--- config.mk ---
export PLATFORM = sky130hd
export DESIGN_NAME = mac_sequencer_flat
export DESIGN_NICKNAME = d
export VERILOG_FILES = /design/src/rtl/mac_sequencer_if.sv /design/src/rtl/mac_sequencer.sv /design/src/flat_wrapper.sv
export SDC_FILE = /design/constraint.sdc
export NUM_CORES = 1
export LEC_CHECK = 0
export CAP_MARGIN = 20
export CORE_MARGIN = 1.5
export CORE_UTILIZATION = 55
export CTS_BUF_LIST = sky130_fd_sc_hd__clkbuf_16
export CTS_CLUSTER_DIAMETER = 40
export DETAILED_ROUTE_END_ITERATION = 10
export GPL_ROUTABILITY_DRIVEN = 0
export PLACE_DENSITY = 0.78
export SYNTH_ARGS = -nofsm -noshare
export SYNTH_HDL_FRONTEND = slang
export SYNTH_SLANG_ARGS = --single-unit
--- constraint.sdc ---
create_clock -name clk -period 4.7 [get_ports clk]
set_input_delay 0.94 -clock clk [delete_from_list [all_inputs] [get_ports clk]]
set_output_delay 0.94 -clock clk [all_outputs]
set_load 0.1 [all_outputs]
--- src/rtl/mac_sequencer_if.sv ---
// Result handshake bundle between the MAC sequencer and the output buffer writer.
// The sequencer drives valid/data/addr; the writer returns ready.
interface mac_sequencer_if #(
    parameter int ADDR_W = 8
);
    logic              res_valid;
    logic              res_ready;
    logic [7:0]        res_data;
    logic [ADDR_W-1:0] res_addr;

    modport master (
        output res_valid,
        output res_data,
        output res_addr,
        input  res_ready
    );

    modport slave (
        input  res_valid,
        input  res_data,
        input  res_addr,
        output res_ready
    );
endinterface

--- src/rtl/mac_sequencer.sv ---
// Convolution MAC control: walks every valid KxK window of the image, drives
// memory addresses and accumulator controls, and hands each result downstream.
module mac_sequencer #(
    parameter int IMG_W   = 4,
    parameter int IMG_H   = 4,
    parameter int K       = 3,
    parameter int ADDR_W  = 8,
    parameter int FADDR_W = 4
) (
    input  logic               clk,
    input  logic               rst,
    input  logic               start,
    output logic               busy,
    output logic               done,
    output logic [ADDR_W-1:0]  img_addr,
    output logic [FADDR_W-1:0] filt_addr,
    output logic               mac_rst_acc,
    output logic               mac_acc_en,
    input  logic [7:0]         mac_out,
    mac_sequencer_if.master    res
);

    localparam int OUT_W = IMG_W - K + 1;
    localparam int OUT_H = IMG_H - K + 1;

    localparam logic [ADDR_W-1:0]  IMG_W_A    = ADDR_W'(IMG_W);
    localparam logic [ADDR_W-1:0]  OUT_W_A    = ADDR_W'(OUT_W);
    localparam logic [ADDR_W-1:0]  OUT_W_LAST = ADDR_W'(OUT_W - 1);
    localparam logic [ADDR_W-1:0]  OUT_H_LAST = ADDR_W'(OUT_H - 1);
    localparam logic [FADDR_W-1:0] K_F        = FADDR_W'(K);
    localparam logic [FADDR_W-1:0] K_LAST     = FADDR_W'(K - 1);

    typedef enum logic [2:0] {
        IDLE,
        CLEAR,
        ACCUM,
        DRAIN,
        CAPTURE,
        EMIT,
        DONE
    } state_t;

    state_t             state,  state_n;
    logic [ADDR_W-1:0]  row,    row_n;
    logic [ADDR_W-1:0]  col,    col_n;
    logic [FADDR_W-1:0] fr,     fr_n;
    logic [FADDR_W-1:0] fc,     fc_n;
    logic [7:0]         res_data_q, res_data_n;
    logic [ADDR_W-1:0]  res_addr_q, res_addr_n;
    logic               acc_en_q;

    always_ff @(posedge clk or posedge rst) begin
        if (rst) begin
            state      <= IDLE;
            row        <= '0;
            col        <= '0;
            fr         <= '0;
            fc         <= '0;
            res_data_q <= '0;
            res_addr_q <= '0;
            acc_en_q   <= 1'b0;
        end else begin
            state      <= state_n;
            row        <= row_n;
            col        <= col_n;
            fr         <= fr_n;
            fc         <= fc_n;
            res_data_q <= res_data_n;
            res_addr_q <= res_addr_n;
            // Memory read data arrives one cycle after the address issue.
            acc_en_q   <= (state == ACCUM);
        end
    end

    always_comb begin
        state_n    = state;
        row_n      = row;
        col_n      = col;
        fr_n       = fr;
        fc_n       = fc;
        res_data_n = res_data_q;
        res_addr_n = res_addr_q;

        unique case (state)
            IDLE: begin
                if (start) begin
                    state_n = CLEAR;
                    row_n   = '0;
                    col_n   = '0;
                end
            end
            CLEAR: begin
                state_n = ACCUM;
                fr_n    = '0;
                fc_n    = '0;
            end
            ACCUM: begin
                if (fc == K_LAST) begin
                    fc_n = '0;
                    if (fr == K_LAST) begin
                        fr_n    = '0;
                        state_n = DRAIN;
                    end else begin
                        fr_n = fr + FADDR_W'(1);
                    end
                end else begin
                    fc_n = fc + FADDR_W'(1);
                end
            end
            DRAIN: begin
                state_n = CAPTURE;
            end
            CAPTURE: begin
                res_data_n = mac_out;
                res_addr_n = row * OUT_W_A + col;
                state_n    = EMIT;
            end
            EMIT: begin
                if (res.res_ready) begin
                    if (row == OUT_H_LAST && col == OUT_W_LAST) begin
                        state_n = DONE;
                    end else begin
                        state_n = CLEAR;
                        if (col == OUT_W_LAST) begin
                            col_n = '0;
                            row_n = row + ADDR_W'(1);
                        end else begin
                            col_n = col + ADDR_W'(1);
                        end
                    end
                end
            end
            DONE: begin
                state_n = IDLE;
                row_n   = '0;
                col_n   = '0;
            end
            default: begin
                state_n = IDLE;
            end
        endcase
    end

    always_comb begin
        busy          = (state != IDLE);
        done          = (state == DONE);
        mac_rst_acc   = (state == CLEAR);
        mac_acc_en    = acc_en_q;
        img_addr      = '0;
        filt_addr     = '0;
        if (state == ACCUM) begin
            img_addr  = (row + ADDR_W'(fr)) * IMG_W_A + col + ADDR_W'(fc);
            filt_addr = fr * K_F + fc;
        end
        res.res_valid = (state == EMIT);
        res.res_data  = res_data_q;
        res.res_addr  = res_addr_q;
    end

endmodule

--- src/flat_wrapper.sv ---
// flat-port wrapper written by rule: the top's interface ports become plain ports
module mac_sequencer_flat 
#(
    parameter int IMG_W   = 4,
    parameter int IMG_H   = 4,
    parameter int K       = 3,
    parameter int ADDR_W  = 8,
    parameter int FADDR_W = 4
)
  (clk, rst, start, busy, done, img_addr, filt_addr, mac_rst_acc, mac_acc_en, mac_out, res_res_valid, res_res_data, res_res_addr, res_res_ready);
  mac_sequencer_if #(.ADDR_W(ADDR_W)) res_i ();
  input  logic clk;
  input  logic rst;
  input  logic start;
  output logic busy;
  output logic done;
  output logic [ADDR_W-1:0] img_addr;
  output logic [FADDR_W-1:0] filt_addr;
  output logic mac_rst_acc;
  output logic mac_acc_en;
  input  logic [7:0] mac_out;
  output wire logic [$bits(res_i.res_valid)-1:0] res_res_valid;
  output wire logic [$bits(res_i.res_data)-1:0] res_res_data;
  output wire logic [$bits(res_i.res_addr)-1:0] res_res_addr;
  input wire logic [$bits(res_i.res_ready)-1:0] res_res_ready;
  assign res_res_valid = res_i.res_valid;
  assign res_res_data = res_i.res_data;
  assign res_res_addr = res_i.res_addr;
  assign res_i.res_ready = res_res_ready;
  mac_sequencer #(.IMG_W(IMG_W), .IMG_H(IMG_H), .K(K), .ADDR_W(ADDR_W), .FADDR_W(FADDR_W)) u_core (.clk(clk), .rst(rst), .start(start), .busy(busy), .done(done), .img_addr(img_addr), .filt_addr(filt_addr), .mac_rst_acc(mac_rst_acc), .mac_acc_en(mac_acc_en), .mac_out(mac_out), .res(res_i));
endmodule
; Word-level counts from Yosys, hierarchy flattened
; Cells that the tools add are included.
[totals]
ff_bits = 44
output_inout_bits = 33
elab_cells = 65
in_bits = 12
[classes]
multipliers = 1
n_eq_ne = 16
n_reduce_logical = 9
mux = 22
addsub = 9
[op_table]
columns = cell, n
row1 = two-way mux 8 bit, 8
row2 = one-hot mux 8 bit (3 select lines), 2
row3 = one-hot mux 3 bit (6 select lines), 1
row4 = adder 8 x 1 -> 8 bit (second input constant), 2
row5 = adder 8 bit, 2
row6 = == test 8 x 1 -> 1 bit (second input constant), 2
row7 = two-way mux 4 bit, 4
row8 = one-hot mux 4 bit (2 select lines), 2
row9 = two-way mux 3 bit, 5
row10 = == test 3 bit (second input constant), 3
row11 = adder 4 x 1 -> 4 bit (second input constant), 2
row12 = adder 8 x 4 -> 8 bit, 1
row13 = == test 4 x 2 -> 1 bit (second input constant), 2
row14 = != test 2 bit (second input constant), 4
row15 = AND reduction 4 bit, 2
row16 = adder 6 x 4 -> 6 bit, 1
row17 = == test 3 x 2 -> 1 bit (second input constant), 2
row18 = nonzero test 3 bit, 2
row19 = AND reduction 5 bit, 1
row20 = adder 4 bit, 1
row21 = multiplier 4 x 2 -> 4 bit (second input constant), 1
row22 = != test 2 x 1 -> 1 bit (second input constant), 2
row23 = == test 3 x 1 -> 1 bit (second input constant), 1
row24 = logical NOT 3 bit, 1
row25 = 3 further kinds, 3

; Logic depth before layout (Yosys ltp)
; Gate-level depths: netlist (run 1).
[depth]
word_depth = 5
depth_mapped = 11
depth_no_buf = 11

; Worst setup path after synthesis (run 1)
; Ideal clock, no wire load.
[synth_path]
path_kind = register -> output
start = register u_core.fr[0]
end = output img_addr[4]
setup_slack_ns = -0.583
arrival_ns = 4.343
stages_incl_launch_ff = 10
required_time_ns = 3.760
n_path_buf = 0
cell_sequence = dfrtp_1 > ha_1 > fa_1 > inv_1 > fa_1 > inv_1 > ha_1 > a21oi_1 > nor2_1 > nor3_1
[synth_between]
elab_chain_len = 4
[synth_rtl]
columns = element, line
row1 = "start, declared", mac_sequencer.sv:46  ; logic [FADDR_W-1:0] fr, fr_n;
row2 = "start signal, assigned", mac_sequencer.sv:66  ; fr <= fr_n;
row3 = adder 6 x 4 -> 6 bit, mac_sequencer.sv:152  ; img_addr = (row + ADDR_W'(fr)) * IMG_W_A + col + ADDR_W'(fc);
row4 = adder 8 bit, mac_sequencer.sv:152
row5 = adder 8 x 4 -> 8 bit, mac_sequencer.sv:152
row6 = two-way mux 8 bit, mac_sequencer.sv:151  ; if (state == ACCUM) begin
row7 = "end, declared", flat_wrapper.sv:17  ; output logic [ADDR_W-1:0] img_addr;
; Every way passes these cells.

; Final worst setup path (run 1)
[layout_path]
start = register u_core.fr[0]
end = output img_addr[6]
; Same word-level chain as after synthesis.

==> Implementation_results.wiki, run 1 <==
{| class="wikitable"
! Metric !! Value
|-
| Final Util || 0.693
|-
| Wire length reported by the detailed router || just over 7000 um
|-
| Final ANT Viol Nets || 0
|-
| Number of buffers between clock root and the deepest sink || 2
|-
| Mapped Cells || 327
|-
| Data required, critical path || 3.76 ns
|-
| DR vias || around 2600
|-
| Number of placed instances with taps included || about 440
|-
| Number of flops mapped to enable cells by yosys || 0
|-
| Sum Neg Setup Slack || 0 ns
|-
| Worst-skew pair later-pin latency || between 0.2 and 0.3 ns
|-
| Worst Path Class, Setup || flip-flop to output pin
|-
| Core area || around 5500 um2
|-
| Minimum setup slack among reg-to-reg paths || between 2 and 2.5 ns
|-
| Number of filler instances in the final layout || around 440
|-
| Number of clock sinks || 44
|-
| Actual transition at the worst max-transition pin || approximately 0.98 ns
|-
| Number of cells in the finished layout apart from fillers || between 400 and 500
|-
| Overall track demand over capacity in global routing || 0.245
|-
| Max Clock Skew || about 0.0066 ns
|-
| Unrepaired setup endpoints after global routing || no
|-
| Outcome || finished, final reports clean
|-
| Crit path arrival time || 3.59 ns
|-
| Total half-perimeter wirelength after legalization and detailed placement || between 5000 and 6000 um
|-
| Area of the die || 6260 um2
|-
| Worst hold path cell count || 2
|-
| Period utilization || 0.963
|-
| Synth unique cells || 53
|-
| Horizontal die dimension || 79.1 um
|-
| Nature of the critical path startpoint || flip-flop
|-
| Async S/R FF share, synth || 1.00
|-
| Length in cells of the worst reg-to-reg path || 6
|-
| Flip-flop cell with the highest count after synthesis || dfrtp_1
|-
| Starting density of the core || 0.575
|-
| Worst-path maximum fanout || 9
|-
| Clock slew seen by the registers of the worst setup and hold paths || around 0.060 ns
|-
| Wire length of the first global-routing pass || approximately 12000 um
|-
| Cell taking the most area after synthesis || dfrtp_1
|-
| Post-synthesis sequential element count || 44
|-
| Startpoint of the most critical register-to-register path || u_core.col[0]$_DFFE_PP0P_
|-
| Post-CTS repair timing setup buffer count || 0
|-
| Crit path capture type || output pin
|-
| Overflow after GRT || 0
|-
| Avg Vias per Cell || 5.85
|-
| Final-stage net count || 423
|-
| Net count of the mapped netlist || 380
|-
| Time the final worst path needs with I/O delays and setup || about 4.5 ns
|-
| Maximum operating frequency || between 200 and 250 MHz
|-
| Most area-consuming cells after synthesis || dfrtp_1 35%, ha_1 13%, fa_1 5.0%
|-
| Number of remaining DRC errors || 0
|-
| Hold endpoint || u_core.res.res_addr[4]$_DFFE_PP0P_
|-
| Number of primary I/O pins || 45
|-
| Class of the most critical hold timing path || flip-flop to flip-flop
|-
| Area delta synth->final || 20.6%
|-
| Count of input and output buffers || between 40 and 50
|-
| # hold bufs at CTS || 0
|-
| Initial drt markers || between 100 and 150
|-
| Final setup violation count || 0
|-
| Area of the multi-input gates || 1950 um2
|-
| Chip height || slightly below 80 um
|-
| H-tree Lvls || 2
|-
| R2R Path End || u_core.row[5]$_DFFE_PP0P_
|-
| Total of cells resized after clock tree synthesis || 0
|-
| Antenna Cells || 0
|-
| Clock tree from TritonCTS || built
|-
| Number of CTS-inserted buffers || 5
|-
| Count leader, synth || dfrtp_1
|-
| Fraction of post-synthesis cell area in the top cell type by area || 0.346
|-
| Post-synthesis sequential area ratio || 0.346
|-
| Antenna violations before repair || 0
|-
| Worst slew margin relative to its limit || 0.346
|-
| Fin Hold WS || between 0.4 and 0.5 ns
|-
| Max-cap violations || 0
|-
| Count of TritonRoute iterations in the first routing pass || 4
|-
| Fraction of final layout cells with drive strength greater than 1 || 0.113
|-
| Std cell rows || 27
|-
| Routed wire length per instance || 16.0 um
|-
| Root buffer cell || clkbuf_16
|-
| Total area of sequential cells || roughly 1100 um2
|-
| Slew Viols, Final || 0
|-
| Number of hold violations in the final report || 0
|-
| Commonest cells post-synth || 44 x dfrtp_1, 33 x ha_1, 23 x inv_1, 22 x nor2_1
|-
| Number of global-route vias before repair || between 2000 and 3000
|-
| Hold wc startpoint || u_core.res.res_addr[4]$_DFFE_PP0P_
|-
| Synth warnings || 0
|-
| Cell area after technology mapping || roughly 3200 um2
|-
| Largest net degree at the start of global routing || 45
|-
| Average cell area after synthesis || roughly 9.7 um2
|}
==> stage by stage <==
stage,cell area (um2),worst slack [ns]
5_1_grt,3840,0.00701
4_1_cts,3840,0.187
3_3_place_gp,3670,0.590
6_report,3840,0.172
3_5_place_dp,3670,0.513
2_1_floorplan,3190,0.238
==> logic make-up (layout without fill, tap and decap cells) <==
logic type               Yosys count  in the layout  share of synthesized area
flip-flops                        44             44                      0.346
AND/OR/NAND/NOR                  103            103                      0.173
XOR/XNOR                          22             22                     0.0605
multiplexers                      11             11                     0.0385
buffers and inverters             32             76                     0.0432
adder cells (fa/ha/maj)           41             41                      0.180
AO/OA/AOI/OAI                     74             74                      0.159
==> registers in the layout, indices dropped and copies added (netlist names) <==
| register | count |
|---|---|
| u_core.col | 8 |
| u_core.fc | 4 |
| u_core.state | 3 |
| u_core.row | 8 |
| u_core.mac_acc_en | 1 |
| u_core.fr | 4 |
| u_core.res.res_data | 8 |
| u_core.res.res_addr | 8 |
==> worst max path at each step <==
stage	startpoint	endpoint	slack (ns)	cells after the start
after floorplan	u_core.fr[0]$_DFFE_PP0P_	img_addr[6]	0.24	11
after global placement	u_core.fr[0]$_DFFE_PP0P_	img_addr[6]	0.59	12
after detailed placement	u_core.fr[0]$_DFFE_PP0P_	img_addr[6]	0.51	12
after CTS	u_core.fr[0]$_DFFE_PP0P_	img_addr[6]	0.19	12
after global routing	u_core.fr[0]$_DFFE_PP0P_	img_addr[6]	0.007	12
final	u_core.fr[0]$_DFFE_PP0P_	img_addr[6]	0.17	12
==> per-layer routing <==
metal	vias to the layer above	routed length, um	global-route usage
met1	1258	3240	0.336
met4	0	110	0.0596
li1	1258	-	-
met5	-	0	0
met2	65	3400	0.405
met3	12	323	0.0414
==> cells in the final DEF (no fill, tap or decap), types with 10 or more instances in the layout <==
cell type	count
nand2_1	21
dfrtp_1	44
xnor2_1	12
a21oi_1	12
xor2_1	10
mux2_2	10
buf_4	11
o21ai_0	21
ha_1	33
inv_1	22
clkdlybuf4s50_1	32
nor2_1	21
==> layout make-up <==
| type | instances | area share |
|---|---|---|
| inverter | 23 | 0.0225 |
| tap | 72 | 0.0235 |
| multi-input combinational | 251 | 0.508 |
| clock buffer | 5 | 0.0326 |
| timing repair buffer | 45 | 0.115 |
| clock inverter | 3 | 0.0111 |
| sequential | 44 | 0.287 |
==> worst max-delay path: stages, from the launching register on <==
cell and delay (ns):
dfrtp_1 0.49, ha_1 0.29, fa_1 0.41, a21o_1 0.19, a21oi_1 0.17, xnor2_1 0.14, ha_1 0.26, ha_1 0.31
inv_1 0.07, or3_1 0.33, or3_1 0.31, nand3_1 0.15, buf_12 0.19
Power of run 1 is not shown: default switching activity piles up to over one toggle a cycle in this logic, so the estimate is an artifact.
==> run 2: changes to the inputs <==
- GPL_TIMING_DRIVEN: default -> 0
==> run 2 against run 1 <==
- maximum frequency decreased by 0.55%
- non-clock buffer count is 9 higher
- critical path depth is the same
- worst hold slack gained 0.0079 ns
- final area rose by 2.0%
- wire length is 3.7% higher
- clock skew down 0.0011 ns
- sequential share of layout area down 0.49 points
- die area unchanged
- first-iteration DRC count is 18% lower
- register-to-register slack gained 0.07 ns
- critical endpoint unchanged
==> Implementation_results.wiki, run 2 (synthesis gave the netlist of run 1 again) <==
{| class="wikitable"
! Metric !! Value
|-
| Outcome || finished, final reports clean (unchanged)
|-
| Startpoint of the most critical register-to-register path || u_core.col[0]$_DFFE_PP0P_ (unchanged)
|-
| Count of input and output buffers || 44 (unchanged)
|-
| R2R Path End || u_core.row[5]$_DFFE_PP0P_ (unchanged)
|-
| Fraction of final layout cells with drive strength greater than 1 || 0.111 (was 0.113)
|-
| Number of primary I/O pins || 45 (unchanged)
|-
| Number of cells in the finished layout apart from fillers || 452 (was 443)
|-
| Worst-path maximum fanout || 9 (unchanged)
|-
| Final ANT Viol Nets || 0 (unchanged)
|-
| Number of buffers between clock root and the deepest sink || 2 (unchanged)
|-
| Crit path capture type || output pin (unchanged)
|-
| Data required, critical path || 3.76 ns (about the same)
|-
| Wire length reported by the detailed router || 7340 um (was 7080 um)
|-
| Final-stage net count || 432 (was 423)
|-
| Length in cells of the worst reg-to-reg path || 6 (unchanged)
|-
| Max Clock Skew || 0.00555 ns (was 0.00661 ns)
|-
| Core area || 5540 um2 (unchanged)
|-
| Antenna violations before repair || 0 (unchanged)
|-
| Worst hold path cell count || 2 (unchanged)
|-
| Clock tree from TritonCTS || built (unchanged)
|-
| Hold wc startpoint || u_core.res.res_addr[2]$_DFFE_PP0P_ (was u_core.res.res_addr[4]$_DFFE_PP0P_)
|-
| Number of remaining DRC errors || 0 (unchanged)
|-
| Worst slew margin relative to its limit || 0.322 (was 0.346)
|-
| Number of hold violations in the final report || 0 (unchanged)
|-
| Number of global-route vias before repair || 2623 (was 2556)
|-
| Post-CTS repair timing setup buffer count || 0 (unchanged)
|-
| Initial drt markers || 120 (was 146)
|-
| Worst Path Class, Setup || flip-flop to output pin (unchanged)
|-
| Final setup violation count || 0 (unchanged)
|-
| Std cell rows || 27 (unchanged)
|-
| Minimum setup slack among reg-to-reg paths || 2.11 ns (was 2.04 ns)
|-
| Number of placed instances with taps included || 444 (was 435)
|-
| Time the final worst path needs with I/O delays and setup || 4.55 ns (was 4.53 ns)
|-
| Hold endpoint || u_core.res.res_addr[2]$_DFFE_PP0P_ (was u_core.res.res_addr[4]$_DFFE_PP0P_)
|-
| Antenna Cells || 0 (unchanged)
|-
| Crit path arrival time || 3.61 ns (was 3.59 ns)
|-
| Overall track demand over capacity in global routing || 0.255 (was 0.245)
|-
| Actual transition at the worst max-transition pin || 1.01 ns (was 0.977 ns)
|-
| Fin Hold WS || 0.483 ns (was 0.475 ns)
|-
| Routed wire length per instance || 16.2 um (was 16.0 um)
|-
| Total half-perimeter wirelength after legalization and detailed placement || 5460 um (was 5180 um)
|-
| Class of the most critical hold timing path || flip-flop to flip-flop (unchanged)
|-
| Chip height || 79.1 um (unchanged)
|-
| H-tree Lvls || 2 (unchanged)
|-
| Area delta synth->final || 23.0% (was 20.6%)
|-
| Count of TritonRoute iterations in the first routing pass || 4 (unchanged)
|-
| Overflow after GRT || 0 (unchanged)
|-
| Max-cap violations || 0 (unchanged)
|-
| Worst-skew pair later-pin latency || 0.29 ns (about the same)
|-
| DR vias || 2642 (was 2593)
|-
| Leading cell types in the layout, fill and taps excluded || 42 x dfrtp_1, 39 x clkdlybuf4s50_1, 33 x ha_1 (was 44 x dfrtp_1, 33 x ha_1, 32 x clkdlybuf4s50_1)
|-
| Unrepaired setup endpoints after global routing || no (unchanged)
|-
| Nature of the critical path startpoint || flip-flop (unchanged)
|-
| Avg Vias per Cell || 5.85 (about the same)
|-
| Clock slew seen by the registers of the worst setup and hold paths || 0.07 ns (was 0.06 ns)
|-
| Maximum operating frequency || 220 MHz (was 221 MHz)
|-
| Horizontal die dimension || 79.1 um (unchanged)
|-
| # hold bufs at CTS || 0 (unchanged)
|-
| Final Util || 0.707 (was 0.693)
|-
| Wire length of the first global-routing pass || 12200 um (was 12000 um)
|-
| Area of the die || 6260 um2 (unchanged)
|-
| Most common library cell in the layout ignoring fill and taps || dfrtp_1 (unchanged)
|-
| Root buffer cell || clkbuf_16 (unchanged)
|-
| Period utilization || 0.969 (was 0.963)
|-
| Number of clock sinks || 44 (unchanged)
|-
| Starting density of the core || 0.575 (unchanged)
|-
| Crit path launch || u_core.fr[0]$_DFFE_PP0P_ (unchanged)
|-
| Largest net degree at the start of global routing || 42 (was 45)
|-
| Slew Viols, Final || 0 (unchanged)
|-
| Number of CTS-inserted buffers || 5 (unchanged)
|}
-- run 2: area by class of cell --
type                            instances  area [um2]
Clock inverter                          3        46.3
Timing Repair Buffer                   45         460
Clock buffer                            5         125
Fill cell                             424        1620
Tap cell                               72        90.1
Buffer                                  9        51.3
Multi-Input combinational cell        251        1950
Inverter                               23        86.3
Sequential cell                        44        1100
-- run 2: metal layers --
layer  GRT usage  share of wire  vias to the layer above  wire [um]
met1       0.320           0.44                     1296       3210
li1            -              -                     1272          -
met3      0.0644          0.051                       14        375
met2       0.428           0.49                       60       3610
met5           0              0                        -          0
met4      0.0877          0.019                        0        140
-- run 2: how the worst max path moves through the flow --
stage          cells after the start           to
2_1_floorplan                     11  img_addr[6]
3_3_place_gp                      12  img_addr[6]
3_5_place_dp                      12  img_addr[6]
4_1_cts                           12  img_addr[7]
5_1_grt                           12  img_addr[6]
6_report                          12  img_addr[6]
-- run 2: worst max-delay path: stages (launching register included) --
cell and delay [ns]:
dfrtp_2 0.48, ha_1 0.27, fa_1 0.42, a21o_1 0.19, a21oi_1 0.19, xnor2_1 0.15, ha_1 0.28, ha_1 0.32
inv_1 0.08, or3_1 0.33, or3_1 0.31, nand3_1 0.10, buf_6 0.23
-- run 2: repair_timing --
item	4_1_cts	5_1_grt
pin swaps	0	0
setup endpoints to repair	5	3
cloned	0	0
gates resized for setup	18	5
-- run 2: stage by stage --
step | TNS, ns | setup slack, ns | area [um2]
global route | 0 | 0.0242 | 3920
global placement | -0.613 | -0.355 | 3720
floorplan | 0 | 0.238 | 3190
detailed placement | -0.873 | -0.433 | 3740
finish | 0 | 0.146 | 3920
CTS | 0 | 0.0253 | 3910
Power of run 2 is left out for the same reason.
==> patch 1: new RTL, flow settings as in run 1 <==
`FADDR_W` is set to 4 in 2 places; all go to 3.
--- a/src/rtl/mac_sequencer.sv
+++ b/src/rtl/mac_sequencer.sv
@@ -6,5 +6,5 @@
     parameter int K       = 3,
     parameter int ADDR_W  = 8,
-    parameter int FADDR_W = 4
+    parameter int FADDR_W = 3
 ) (
     input  logic               clk,
--- a/src/flat_wrapper.sv
+++ b/src/flat_wrapper.sv
@@ -6,5 +6,5 @@
     parameter int K       = 3,
     parameter int ADDR_W  = 8,
-    parameter int FADDR_W = 4
+    parameter int FADDR_W = 3
 )
   (clk, rst, start, busy, done, img_addr, filt_addr, mac_rst_acc, mac_acc_en, mac_out, res_res_valid, res_res_data, res_res_addr, res_res_ready);
Interface: changed (resized filt_addr); port bits go from 45 to 44. No check against the original RTL was run, so the function may have changed too.
==> patch 1 against run 1 <==
  * Via count decreased by 6.7%
  * Sequential cell count decreased by 2
  * Routed wire length decreased by 6.8%
  * Synthesized area decreased by 3.6%
  * Setup slack improved by 0.25 ns
  * Global-route usage decreased by 0.32 points
  * Critical path type unchanged
  * Count of clock-buffer cells in the layout unchanged
  * Final area decreased by 4.3%
  * Core utilization decreased by 1.7 points
  * Worst hold slack improved by 0.0097 ns
==> patch 1: results (changes against run 1) <==
• 419 — Placed Cells, was 435
• 443 — fill cell count, was 435
• u_core.res.res_addr[2] — Worst Hold End, was u_core.res.res_addr[4]
• 5.681 — Via-to-Cell Ratio, was 5.853
• 3061 um — routed metal-1 wirelength, was 3238 um
• 0.4845 ns — worst hold slack after final layout, was 0.4747 ns
• 9.775 um^2 — mean instance size in the synthesized netlist, was 9.738 um^2
• img_addr[7] — termination of the worst setup path, was img_addr[6]
• 91.03% — final critical-path share of the clock period, was 96.35%
• 7.297% — Post-Synth XOR/XNOR Area, was 6.051%
• 426 — post-route insts no fill, was 443
• u_core.row[1] — Reg2Reg Launch Point, was u_core.col[0]
• 15.48 um — drt wl/cell, was 15.97 um
• 67.61% — Util after Layout, was 69.33%
• 3.34 ns — data arrival at the endpoint of the critical path, was 3.59 ns
• 5 — number of detailed-routing iterations run before antenna repair, was 4
• 15.08% — post-synthesis adder-cell area fraction, was 18.00%
• 26 — maximum number of pins on one net before global-route repair, was 45
• 136 — DRC violation total after the first TritonRoute iteration, was 146
• 11580 um — wire length of the first global-routing pass, was 11980 um
• finished, final reports clean — result of the run, unchanged
• 3542 um^2 — area of placed instances, was 3674 um^2
• 12.99% — fraction of layout cells with a size suffix above 1, was 11.32%
• sky130_fd_sc_hd__dfrtp_1 (34%), sky130_fd_sc_hd__ha_1 (12%), sky130_fd_sc_hd__xnor2_1 (5.1%) — top area cells in the synthesized netlist, was sky130_fd_sc_hd__dfrtp_1 (35%), sky130_fd_sc_hd__ha_1 (13%), sky130_fd_sc_hd__fa_1 (5.0%)
• 190 um — wire length on met3, was 323 um
• 13.98% — complex-gate fraction of the synthesized area, was 15.87%
• sky130_fd_sc_hd__fa_1 — standard cell with the maximum stage delay on the critical path, was sky130_fd_sc_hd__dfrtp_1
• 2390 — number of global-route vias before repair, was 2556
• 400 — final layout net count, was 423
## patch 1: cell types whose count changed in the layout (fill, tap and decap cells not counted), sizes merged, moves of 4 or more
cell,delta
a31oi,-4
xor2,-5
nor2,+8
ha,-4
and3,-4
inv,-7
nand2,+9
o21ai,-8
xnor2,+6
nand3,+4
## patch 1: logic make-up after synthesis
group	count (synthesis)
mux	14
fa+ha+maj	34
buf+inv	26
simple gates	115
flops	42
xor+xnor	24
compound gates	59
## patch 1: cell type report
| cell class | count | area share, % |
|---|---|---|
| Multi-Input combinational cell | 246 | 51.99 |
| Timing Repair Buffer | 44 | 11.77 |
| Clock buffer | 5 | 3.403 |
| Clock inverter | 2 | 0.2722 |
| Sequential cell | 42 | 28.58 |
| Tap cell | 72 | 2.450 |
| Inverter | 15 | 1.531 |
## patch 1: power by group
group          switching, mW  total (mW)  leakage, nW  internal (mW)
Clock                  0.132       0.324       0.0694          0.192
Sequential             0.104       0.551        0.560          0.447
Combinational          0.911        1.24         1.06          0.332
Total                   1.15        2.12         1.69          0.971
==> patch 2: new RTL, settings of run 1 <==
Without the edit above. Re-encode `state_t` (7 states) as one-hot, 7 bits wide.
--- a/src/rtl/mac_sequencer.sv
+++ b/src/rtl/mac_sequencer.sv
@@ -31,12 +31,12 @@
     localparam logic [FADDR_W-1:0] K_LAST     = FADDR_W'(K - 1);
 
-    typedef enum logic [2:0] {
-        IDLE,
-        CLEAR,
-        ACCUM,
-        DRAIN,
-        CAPTURE,
-        EMIT,
-        DONE
+    typedef enum logic [6:0] {
+        IDLE    = 7'b0000001,
+        CLEAR   = 7'b0000010,
+        ACCUM   = 7'b0000100,
+        DRAIN   = 7'b0001000,
+        CAPTURE = 7'b0010000,
+        EMIT    = 7'b0100000,
+        DONE    = 7'b1000000
     } state_t;
 
Formal check against the unedited RTL: same outputs for any inputs over 10 cycles, from zero or initial values and one cycle with rst high; not proved beyond that.
==> patch 2 against run 1 <==
  * First-iteration DRC count increased by 3.4%
  * Final area increased by 6.8%
  * Setup slack improved by 0.11 ns
  * Via count increased by 4.1%
  * Synthesized area increased by 6.6%
  * Sequential cell count increased by 4
  * Routed wire length increased by 6.4%
  * Sequential share of layout area increased by 0.64 points
  * Non-clock buffer count increased by 2
  * Critical endpoint is now img_addr[7]
==> patch 2: results (changes against run 1) <==
• u_core.res.res_addr[2] — launch instance of the worst min-delay path, was u_core.res.res_addr[4]
• 0.29 ns — clock latency at the later pin of the worst-skew pair, about the same
• u_core.row[1] — Reg2Reg Launch Point, was u_core.col[0]
• 2699 — Vias, was 2593
• finished, final reports clean — result of the run, unchanged
• 5463 um — HPWL Detailed, was 5178 um
• sky130_fd_sc_hd__dfrtp_1 (35%), sky130_fd_sc_hd__ha_1 (12%), sky130_fd_sc_hd__fa_1 (4.7%) — top area cells in the synthesized netlist, was sky130_fd_sc_hd__dfrtp_1 (35%), sky130_fd_sc_hd__ha_1 (13%), sky130_fd_sc_hd__fa_1 (5.0%)
• 2.00 ns — R2R Setup Slk, was 2.04 ns
• 4.902% — Post-Synth XOR/XNOR Area, was 6.051%
• sky130_fd_sc_hd__clkbuf_16 — CTS Root Buffer Type, unchanged
• 13.95% — fraction of layout cells with a size suffix above 1, was 11.32%
• 5.842 — Via-to-Cell Ratio, was 5.853
• 0 — number of buffers inserted by hold repair at cts, unchanged
• sky130_fd_sc_hd__dfrtp_1 — standard cell with the maximum stage delay on the critical path, unchanged
• 0.9894 ns — transition time of the tightest slew-check pin, was 0.9772 ns
• 16.88% — post-synthesis adder-cell area fraction, was 18.00%
• 61 — unique cell type count in the Yosys netlist, was 53
• 246 um — wire length on met3, was 323 um
• 14.89% — complex-gate fraction of the synthesized area, was 15.87%
• 16.30 um — drt wl/cell, was 15.97 um
• 3.667% — grt met3 use, was 4.138%
• sky130_fd_sc_hd__dfrtp_1 (47), sky130_fd_sc_hd__ha_1 (33), sky130_fd_sc_hd__nand2_1 (23) — Post-synth top cells, was sky130_fd_sc_hd__dfrtp_1 (44), sky130_fd_sc_hd__ha_1 (33), sky130_fd_sc_hd__inv_1 (23)
• 31.92% — met1 track utilization from global routing, was 33.63%
• 0.005642 ns — Fin Clk Skew, was 0.006612 ns
• 49 — maximum number of pins on one net before global-route repair, was 45
• 463 — fill cell count, was 435
• 3768 um — detailed-routed wire length on met2, was 3403 um
• 3.48 ns — data arrival at the endpoint of the critical path, was 3.59 ns
• 3387 um — routed metal-1 wirelength, was 3238 um
• 35.42% — sequential element share of the synthesized area, was 34.58%
• 3.907% — post-synthesis mux area share, was 3.851%
• 0 — number of diodes added for antenna fixing, unchanged
• 0.468 mW — clock network power
• 7 — R2R cell count, was 6
• 453 — Placed Cells, was 435
• 151 — DRC violation total after the first TritonRoute iteration, was 146
• 44.30% — met2 demand-to-capacity share in global routing, was 40.51%
• 439 — final layout net count, was 423
• u_core.col[2] — capture point of the worst reg-to-reg path, was u_core.row[5]
• 5 — TritonCTS Buffers, unchanged
• 0.4820 ns — worst hold slack after final layout, was 0.4747 ns
• 25.22% — GR Util All Layers, was 24.51%
• 342 — instance count of the mapped netlist, was 327
• u_core.res.res_addr[2] — Worst Hold End, was u_core.res.res_addr[4]
• 395 — total nets after synthesis, was 380
• 12750 um — wire length of the first global-routing pass, was 11980 um
-- patch 2: cell types whose count changed after synthesis, moves of 3 or more --
cell                        before  now
sky130_fd_sc_hd__xor2_1         10    7
sky130_fd_sc_hd__or4_1           4    7
sky130_fd_sc_hd__dfrtp_1        44   47
sky130_fd_sc_hd__o31ai_2         0    3
sky130_fd_sc_hd__o21ai_1         0    7
sky130_fd_sc_hd__nor3_1          6    9
sky130_fd_sc_hd__o2111ai_1       4    0
sky130_fd_sc_hd__nor2_1         22   14
sky130_fd_sc_hd__a31oi_1         5    0
sky130_fd_sc_hd__o211ai_1        4    0
sky130_fd_sc_hd__a21oi_1        12   17
sky130_fd_sc_hd__nand3_1         8   14
-- patch 2: stage by stage --
stage,area [um^2],setup WS (ns)
2_1_floorplan,3408,0.007450
3_3_place_gp,3889,0.6775
3_5_place_dp,3889,0.6047
4_1_cts,4083,0.2546
5_1_grt,4103,0.04651
6_report,4103,0.2773
-- patch 2: layout make-up --
type	count	area share (%)
multi-input combinational	262	49.83
sequential	48	29.31
timing repair buffer	47	11.71
clock buffer	5	3.050
tap	75	2.287
inverter	22	2.135
clock inverter	3	1.677
-- patch 2: worst max path at each step --
stage                   to         start  cells past startpoint  slack [ns]
2_1_floorplan  img_addr[6]  u_core.fr[0]                     10       0.007
3_3_place_gp   img_addr[7]  u_core.fr[0]                     12        0.68
3_5_place_dp   img_addr[7]  u_core.fr[0]                     12        0.60
4_1_cts        img_addr[7]  u_core.fr[0]                     12        0.25
5_1_grt        img_addr[7]  u_core.fr[0]                     12        0.05
6_report       img_addr[7]  u_core.fr[0]                     12        0.28
